==> src/rtl/nibble_serial_alu.sv <==
// Nibble-serial ADD/SUB/CMP/PASS unit: one shared 4-bit adder and comparator are
// reused across WIDTH-bit operands, LSB nibble first, behind valid/ready ports.
module nibble_serial_alu #(
    parameter int unsigned WIDTH = 16
) (
    input  logic             clk,
    input  logic             rst_n,
    input  logic             in_valid,
    output logic             in_ready,
    input  logic [1:0]       op,
    input  logic [WIDTH-1:0] a,
    input  logic [WIDTH-1:0] b,
    input  logic             cin,
    output logic             out_valid,
    input  logic             out_ready,
    output logic [WIDTH-1:0] result,
    output logic             cout,
    output logic [2:0]       cmp_gel,
    output logic             busy
);

    localparam int unsigned NIB  = WIDTH / 4;
    localparam int unsigned IdxW = (NIB > 1) ? $clog2(NIB) : 1;
    localparam logic [IdxW-1:0] LastIdx = IdxW'(NIB - 1);

    localparam logic [1:0] OpAdd  = 2'b00;
    localparam logic [1:0] OpSub  = 2'b01;
    localparam logic [1:0] OpCmp  = 2'b10;
    localparam logic [1:0] OpPass = 2'b11;

    typedef enum logic [1:0] {StIdle, StBusy, StDone} state_e;

    state_e state_q, state_d;

    logic [1:0]       op_q;
    logic [WIDTH-1:0] a_q, b_q, acc_q;
    logic [IdxW-1:0]  idx_q;
    logic             carry_q;
    logic [2:0]       gel_q;
    logic [WIDTH-1:0] result_q;
    logic             cout_q;
    logic [2:0]       cmp_gel_q;

    logic             accept;
    logic             last_nib;
    logic [3:0]       a_nib, b_nib, b_eff;
    logic [4:0]       sum;
    logic [2:0]       gel_next;
    logic [WIDTH-1:0] acc_next;
    logic [WIDTH-1:0] result_d;
    logic             cout_d;

    // State register
    always_ff @(posedge clk or negedge rst_n) begin
        if (!rst_n) begin
            state_q <= StIdle;
        end else begin
            state_q <= state_d;
        end
    end

    // Next-state logic
    always_comb begin
        state_d = state_q;
        unique case (state_q)
            StIdle:  if (in_valid)            state_d = StBusy;
            StBusy:  if (idx_q == LastIdx)    state_d = StDone;
            StDone:  if (out_ready)           state_d = StIdle;
            default:                          state_d = StIdle;
        endcase
    end

    // Output logic
    always_comb begin
        in_ready  = (state_q == StIdle);
        out_valid = (state_q == StDone);
        busy      = (state_q != StIdle);
    end

    assign accept   = in_valid && in_ready;
    assign last_nib = (idx_q == LastIdx);

    // Shared nibble datapath; SUB adds ~b with an initial carry of 1
    always_comb begin
        a_nib    = a_q[{idx_q, 2'b00} +: 4];
        b_nib    = b_q[{idx_q, 2'b00} +: 4];
        b_eff    = (op_q == OpSub) ? ~b_nib : b_nib;
        sum      = {1'b0, a_nib} + {1'b0, b_eff} + {4'b0000, carry_q};
        gel_next = gel_q;
        if (a_nib > b_nib) begin
            gel_next = 3'b100;
        end else if (a_nib < b_nib) begin
            gel_next = 3'b001;
        end
        acc_next = acc_q;
        acc_next[{idx_q, 2'b00} +: 4] = sum[3:0];
    end

    always_comb begin
        result_d = '0;
        cout_d   = 1'b0;
        unique case (op_q)
            OpAdd, OpSub: begin
                result_d = acc_next;
                cout_d   = sum[4];
            end
            OpCmp: begin
                result_d = '0;
                cout_d   = 1'b0;
            end
            OpPass: begin
                result_d = a_q;
                cout_d   = 1'b0;
            end
            default: begin
                result_d = '0;
                cout_d   = 1'b0;
            end
        endcase
    end

    always_ff @(posedge clk or negedge rst_n) begin
        if (!rst_n) begin
            op_q      <= OpAdd;
            a_q       <= '0;
            b_q       <= '0;
            acc_q     <= '0;
            idx_q     <= '0;
            carry_q   <= 1'b0;
            gel_q     <= 3'b010;
            result_q  <= '0;
            cout_q    <= 1'b0;
            cmp_gel_q <= 3'b000;
        end else if (accept) begin
            op_q    <= op;
            a_q     <= a;
            b_q     <= b;
            acc_q   <= '0;
            idx_q   <= '0;
            carry_q <= (op == OpAdd) ? cin : (op == OpSub);
            gel_q   <= 3'b010;
        end else if (state_q == StBusy) begin
            idx_q   <= idx_q + 1'b1;
            carry_q <= sum[4];
            gel_q   <= gel_next;
            acc_q   <= acc_next;
            if (last_nib) begin
                result_q  <= result_d;
                cout_q    <= cout_d;
                cmp_gel_q <= gel_next;
            end
        end
    end

    assign result  = result_q;
    assign cout    = cout_q;
    assign cmp_gel = cmp_gel_q;

endmodule

==> config.mk <==
export PLATFORM = sky130hd
export DESIGN_NAME = nibble_serial_alu
export DESIGN_NICKNAME = d
export VERILOG_FILES = /design/src/rtl/nibble_serial_alu.sv
export SDC_FILE = /design/constraint.sdc
export NUM_CORES = 1
export LEC_CHECK = 0
export CORE_ASPECT_RATIO = 1.5
export CORE_MARGIN = 10
export CORE_UTILIZATION = 45
export CTS_BUF_LIST = sky130_fd_sc_hd__clkbuf_4 sky130_fd_sc_hd__clkbuf_8
export CTS_CLUSTER_DIAMETER = 200
export CTS_CLUSTER_SIZE = 28
export DETAILED_ROUTE_END_ITERATION = 12
export GPL_TIMING_DRIVEN = 0
export PLACE_DENSITY = 0.67
export SYNTH_ARGS = -nofsm -noshare
export SYNTH_HDL_FRONTEND = slang
export SYNTH_SLANG_ARGS = --single-unit
==> constraint.sdc <==
create_clock -name clk -period 2.6 [get_ports clk]
set_input_delay 0.78 -clock clk [delete_from_list [all_inputs] [get_ports clk]]
set_output_delay 0.78 -clock clk [all_outputs]
set_load 0.05 [all_outputs]
# After elaboration in Yosys (flattened, before gate mapping)

Index checks and enable logic that the tools add are counted.

Word-level logic and storage cells: 62
Output and inout bits: 23
Register bits: 78

Bitwise logic cells: 2
Muxes and demuxes: 19
Reductions and logical operators: 10
Add/subtract/negate cells: 4
$lt $le $gt $ge: 2
Equal/unequal tests: 10
Shift-type cells: 4

Operator list:

| kind                   | count |
|---|---|
| $pmux 16 s3            | 1 |
| $mux 16                | 2 |
| $shiftx 16x5->4        | 2 |
| $bwmux 16              | 1 |
| $shift 4x6->16 const A | 1 |
| $shiftx 4x6->16        | 1 |
| $mux 3                 | 4 |
| $mux 2                 | 5 |
| $eq 2x2->1 const B     | 4 |
| $eq 2x1->1 const B     | 3 |
| $logic_not 2->1        | 3 |
| $neg 4->6              | 1 |
| $pmux 2 s3             | 1 |
| $reduce_and 3->1       | 2 |
| $add 4x4->5            | 1 |
| $add 5x1->5            | 1 |
| $gt 4x4->1             | 1 |
| $lt 4x4->1             | 1 |
| $mux 4                 | 1 |
| $ne 2x2->1 const B     | 2 |
| $not 4->4              | 1 |
| $reduce_bool 2->1      | 2 |
| $reduce_or 2->1        | 2 |
| $mux 1                 | 3 |
| 5 further kinds        | 5 |

# Longest topological paths before layout

Depth in word-level cells: 9
Gate-level depth with buffers: 10
Gate-level depth less buffers: 9

# Worst setup path after synthesis

No wires, ideal clock.

Kind: register to register
Start point: register idx_q[0]
End point: register result_q[14], in the netlist result[14]
Path slack: -157 ps
Path buffers: 1
Data arrival time: 2625 ps
Stages on the path, launching flop included: 10
Cells stage by stage: dfrtp_1 > buf_6 > mux4_2 > xor2_1 > fa_1 > fa_1 > xnor2_1 > a22oi_1 > a2bb2oi_1 > o21ai_1

Longest elaborated chain between the ends: 8
Elaborated cells on any way between the ends: 13

RTL lines:

| item                   | line | source |
|---|---|---|
| from (decl)            | 37   | `logic [IdxW-1:0] idx_q;` |
| from (signal assigned) | 143  | `idx_q <= idx_q + 1'b1;` |
| $shiftx 16x5->4        | 86   | `b_nib = b_q[{idx_q, 2'b00} +: 4];` |
| $not 4->4              | 87   | `b_eff = (op_q == OpSub) ? ~b_nib : b_nib;` |
| $mux 4                 | 87   |  |
| $add 4x4->5            | 88   | `sum = {1'b0, a_nib} + {1'b0, b_eff} + {4'b0000, carry_q};` |
| $add 5x1->5            | 88   |  |
| $shiftx 4x6->16        | 96   | `acc_next[{idx_q, 2'b00} +: 4] = sum[3:0];` |
| $bwmux 16              | 96   |  |
| $pmux 16 s3            | 102  | `unique case (op_q)` |
| to (signal assigned)   | 148  | `result_q <= result_d;` |
| to (decl)              | 40   | `logic [WIDTH-1:0] result_q;` |

Parallel ways exist; a longest one is shown, timed or not.
A chain may end at the register's enable or synchronous reset.

# Worst setup path after layout

Start point: register idx_q[0]
End point: register result_q[9], in the netlist result[9]

Same word-level chain as after synthesis.

==> run_summary.xml <==
<?xml version="1.0" encoding="UTF-8"?>
<metrics>
  <group name="finish">
    <metric name="finish.net_count" unit="">562</metric>
    <metric name="stdcell_count" unit="">623</metric>
    <metric name="drive_above_1_share" unit="">0.160</metric>
    <metric name="final_cell_area" unit="um^2">5350</metric>
    <metric name="layout_common_cells" unit="">nand2_1 (129), dfrtp_1 (76), clkdlybuf4s50_1 (57), inv_1 (24), nor2_1 (21)</metric>
    <metric name="flow.area_growth_from_synthesis" unit="%">32.1</metric>
    <metric name="leading_cell_type_in_the_layout_fill_and_taps_excluded" unit="">nand2_1</metric>
    <metric name="n_antenna_cell" unit="">0</metric>
  </group>
  <group name="floorplanning">
    <metric name="floorplan.initialDensity" unit="">0.458</metric>
    <metric name="fp.dieArea" unit="um^2">13300</metric>
    <metric name="design.portCount" unit="">62</metric>
    <metric name="die_w" unit="um">97.4</metric>
    <metric name="core_box_area" unit="um^2">8830</metric>
    <metric name="die_height" unit="um">136</metric>
    <metric name="cell_rows" unit="">42</metric>
  </group>
  <group name="clock_network">
    <metric name="cts.path.max_buffers" unit="">2</metric>
    <metric name="clock_tree_from_tritoncts" unit="">yes</metric>
    <metric name="cts.htree.levels" unit="">3</metric>
    <metric name="clock_insertion_delay_at_the_later_pin_of_the_skew_report" unit="ns">0.38</metric>
    <metric name="hold_bufs_at_cts" unit="">0</metric>
    <metric name="cts_inserted_buffers" unit="">9</metric>
    <metric name="path_clk_slew" unit="ns">0.08</metric>
    <metric name="cts.sinks" unit="">78</metric>
    <metric name="root_buffer" unit="">clkbuf_8</metric>
  </group>
  <group name="worst_setup_path">
    <metric name="critPathMostFrequentCell" unit="">fa_2</metric>
    <metric name="critical_path.n_buffers_inverters" unit="">1</metric>
    <metric name="timing.critical_path.slowest_cell_delay" unit="ns">0.64</metric>
    <metric name="worstSetupStartpointType" unit="">flip-flop</metric>
    <metric name="timing.critical_path.max_delay_family" unit="">adder cells</metric>
    <metric name="number_of_cells_on_the_worst_reg_to_reg_path" unit="">8</metric>
    <metric name="crit_path_cell_trace" unit="">buf_8 -&gt; mux4_2 -&gt; xor2_1 -&gt; fa_2 -&gt; fa_2 -&gt; o22ai_4 -&gt; a221oi_2 -&gt; nor2_1</metric>
    <metric name="crit_cells" unit="">8</metric>
    <metric name="cp_max_fo" unit="">4</metric>
    <metric name="timing.critical_path.slowest_stage_cell" unit="">fa_2</metric>
    <metric name="cp_data_required_time" unit="ns">2.86</metric>
    <metric name="critical_path_class" unit="">reg2reg</metric>
    <metric name="worst-endpoint-arrival" unit="ns">3.07</metric>
    <metric name="timing.critical_path.to_type" unit="">flip-flop</metric>
  </group>
  <group name="grt">
    <metric name="grt_usage" unit="">0.181</metric>
    <metric name="pin_count_of_the_biggest_net_entering_global_routing" unit="">56</metric>
    <metric name="antenna_found_initial" unit="">0</metric>
    <metric name="grt_pass1_wl" unit="mm">19.0</metric>
    <metric name="overflow" unit="">0</metric>
    <metric name="first_global_vias" unit="">3687</metric>
  </group>
  <group name="routing">
    <metric name="drt-vias-per-instance" unit="">5.61</metric>
    <metric name="number_of_nets_with_antenna_violations_after_detailed_routing" unit="">0</metric>
    <metric name="detail_route.first_pass.iterations" unit="">4</metric>
    <metric name="route.vias.total" unit="">3493</metric>
    <metric name="finalWirelength" unit="mm">11.9</metric>
    <metric name="number_of_design_rule_violations_left_by_the_first_detailed_router_iteration" unit="">216</metric>
    <metric name="drt_drc_violations_left" unit="">0</metric>
    <metric name="wire_per_inst" unit="um">19.2</metric>
  </group>
  <group name="placed_design">
    <metric name="port-buffer-count" unit="">61</metric>
    <metric name="place.detailed.instances" unit="">598</metric>
    <metric name="placement_stage_cell_area" unit="um^2">4830</metric>
    <metric name="final_replace_weighted_congestion" unit="">0.950</metric>
    <metric name="dpl.hpwl" unit="mm">8.83</metric>
  </group>
  <group name="sta">
    <metric name="setup_repair_after_global_routing_missed_its_margin" unit="">yes</metric>
    <metric name="total_count_of_max_transition_violations_in_the_final_report" unit="">0</metric>
    <metric name="finalHoldWorstSlack" unit="ns">0.305</metric>
    <metric name="timing_worst_slew_pin_value" unit="ns">0.715</metric>
    <metric name="timing_hold_violations_final" unit="">0</metric>
    <metric name="setup_viol_count_final" unit="">23</metric>
    <metric name="achievable-frequency" unit="GHz">0.356</metric>
    <metric name="setup_total_negative_slack" unit="ns">-2.09</metric>
    <metric name="max-slew-margin-rel" unit="">0.524</metric>
    <metric name="min_period_over_period" unit="">1.08</metric>
    <metric name="skew" unit="ns">0.0131</metric>
    <metric name="final.setup.worst_slack" unit="ns">-0.205</metric>
    <metric name="timing.final.crit_period" unit="ns">2.81</metric>
  </group>
  <group name="synth">
    <metric name="synth_edf_count" unit="">0</metric>
    <metric name="ys_seq_elements" unit="">78</metric>
    <metric name="synth_nets" unit="">480</metric>
    <metric name="mappedNetlistArea" unit="um^2">4050</metric>
    <metric name="synth_flop_cell" unit="">dfrtp_1</metric>
    <metric name="yosysSeqAreaShare" unit="">0.483</metric>
    <metric name="avgSynthCellArea" unit="um^2">9.50</metric>
    <metric name="synth_cell_type_count" unit="">48</metric>
    <metric name="fraction_of_synthesis_flops_using_an_asynchronous_set_or_reset_pin" unit="">1.00</metric>
    <metric name="yosys_warnings" unit="">0</metric>
    <metric name="netlist_instances" unit="">426</metric>
  </group>
  <group name="job">
    <metric name="maxCapViolCount" unit="">0</metric>
  </group>
  <group name="outcome">
    <metric name="violations_in_the_final_reports" unit="">setup timing</metric>
    <metric name="status" unit="">finished, violations left</metric>
  </group>
  <group name="min_path">
    <metric name="min-delay-path-class" unit="">in2async</metric>
  </group>
</metrics>
-- Yosys cell counts, drive strengths merged, types with 8 or more instances --
cell type | number | area [um^2]
nand2 | 129 | 484
dfrtp | 77 | 1930
inv | 25 | 93.8
nor2 | 21 | 78.8
o21ai | 18 | 90.1
buf | 13 | 92.6
ha | 13 | 163
o31ai | 13 | 97.6
clkbuf | 12 | 45.0
a21oi | 11 | 66.3
nand3 | 10 | 50.1
mux4 | 8 | 180
o22ai | 8 | 50.1
-- sequential cells by signal (all words and copies together), names as in the netlist --
| register | count |
|---|---|
| a_q | 16 |
| acc_q | 16 |
| b_q | 16 |
| result | 16 |
| cmp_gel | 3 |
| gel_q | 3 |
| idx_q | 2 |
| op_q | 2 |
| state_q | 2 |
| carry_q | 1 |
| cout | 1 |
-- per-layer routing --
layer,wire [um],GRT usage,up-vias
met5,0,0,-
met4,512,0.114,0
met3,394,0.0285,32
met2,6360,0.325,108
met1,4670,0.193,1717
li1,-,-,1636
-- final timing paths --
| kind | startpoint | to | slack [ns] |
|---|---|---|---|
| setup / recovery | idx_q[0]$_DFFE_PN0P_ | result[9]$_DFFE_PN0P_ | -0.21 |
| setup reg to reg | idx_q[0]$_DFFE_PN0P_ | result[9]$_DFFE_PN0P_ | -0.21 |
| hold reg to reg | b_q[15]$_DFFE_PN0P_ | b_q[15]$_DFFE_PN0P_ | 0.47 |
| min in group clk | b_q[15]$_DFFE_PN0P_ | b_q[15]$_DFFE_PN0P_ | 0.47 |
| hold / removal | rst_n | result[6]$_DFFE_PN0P_ | 0.31 |
| max in group asynchronous | rst_n | result[4]$_DFFE_PN0P_ | 1.71 |
-- cell families after synthesis --
kind of cell	synth area share
and+or+nand+nor	0.206
AOI/OAI and AO/OA	0.144
DFF	0.483
buffers and inverters	0.0572
adders and majority gates	0.0501
muxes	0.0470
xor gates and xnor gates	0.0130
-- worst register-to-register path, delay by kind of cell, from the launching register on --
family | cells | cell delay (ns)
adder cells (fa/ha/maj) | 2 | 1.03
multiplexers | 1 | 0.52
flip-flops | 1 | 0.39
AO/OA/AOI/OAI | 2 | 0.39
XOR/XNOR | 1 | 0.19
buffers and inverters | 1 | 0.13
AND/OR/NAND/NOR | 1 | 0.06
-- per-stage QoR --
stage,worst slack (ns),util
global route,-0.283,0.606
detailed placement,-0.422,0.547
global placement,-1.98,0.544
finish,-0.205,0.606
CTS,-0.184,0.599
floorplan,-0.0600,-
-- layout make-up --
cell class / count / area (um^2)
multi-input cells: 299 / 2050
well taps: 110 / 138
inverters: 25 / 93.8
repair buffers: 70 / 699
clock buffers: 9 / 124
flip-flops and latches: 78 / 1950
clock inverters: 7 / 145
plain buffers: 25 / 144
fillers: 774 / 3480
-- timing repair --
| item | CTS | global route |
|---|---|---|
| pin swaps | 4 | 9 |
| gates resized for setup | 29 | 8 |
| setup endpoints to repair | 32 | 31 |
| cloned | 1 | 0 |
| setup buffers | 5 | 3 |
Power is left out: the tool's default activity adds up to more than one toggle a clock period on the data nets, which glitch-free logic cannot reach.
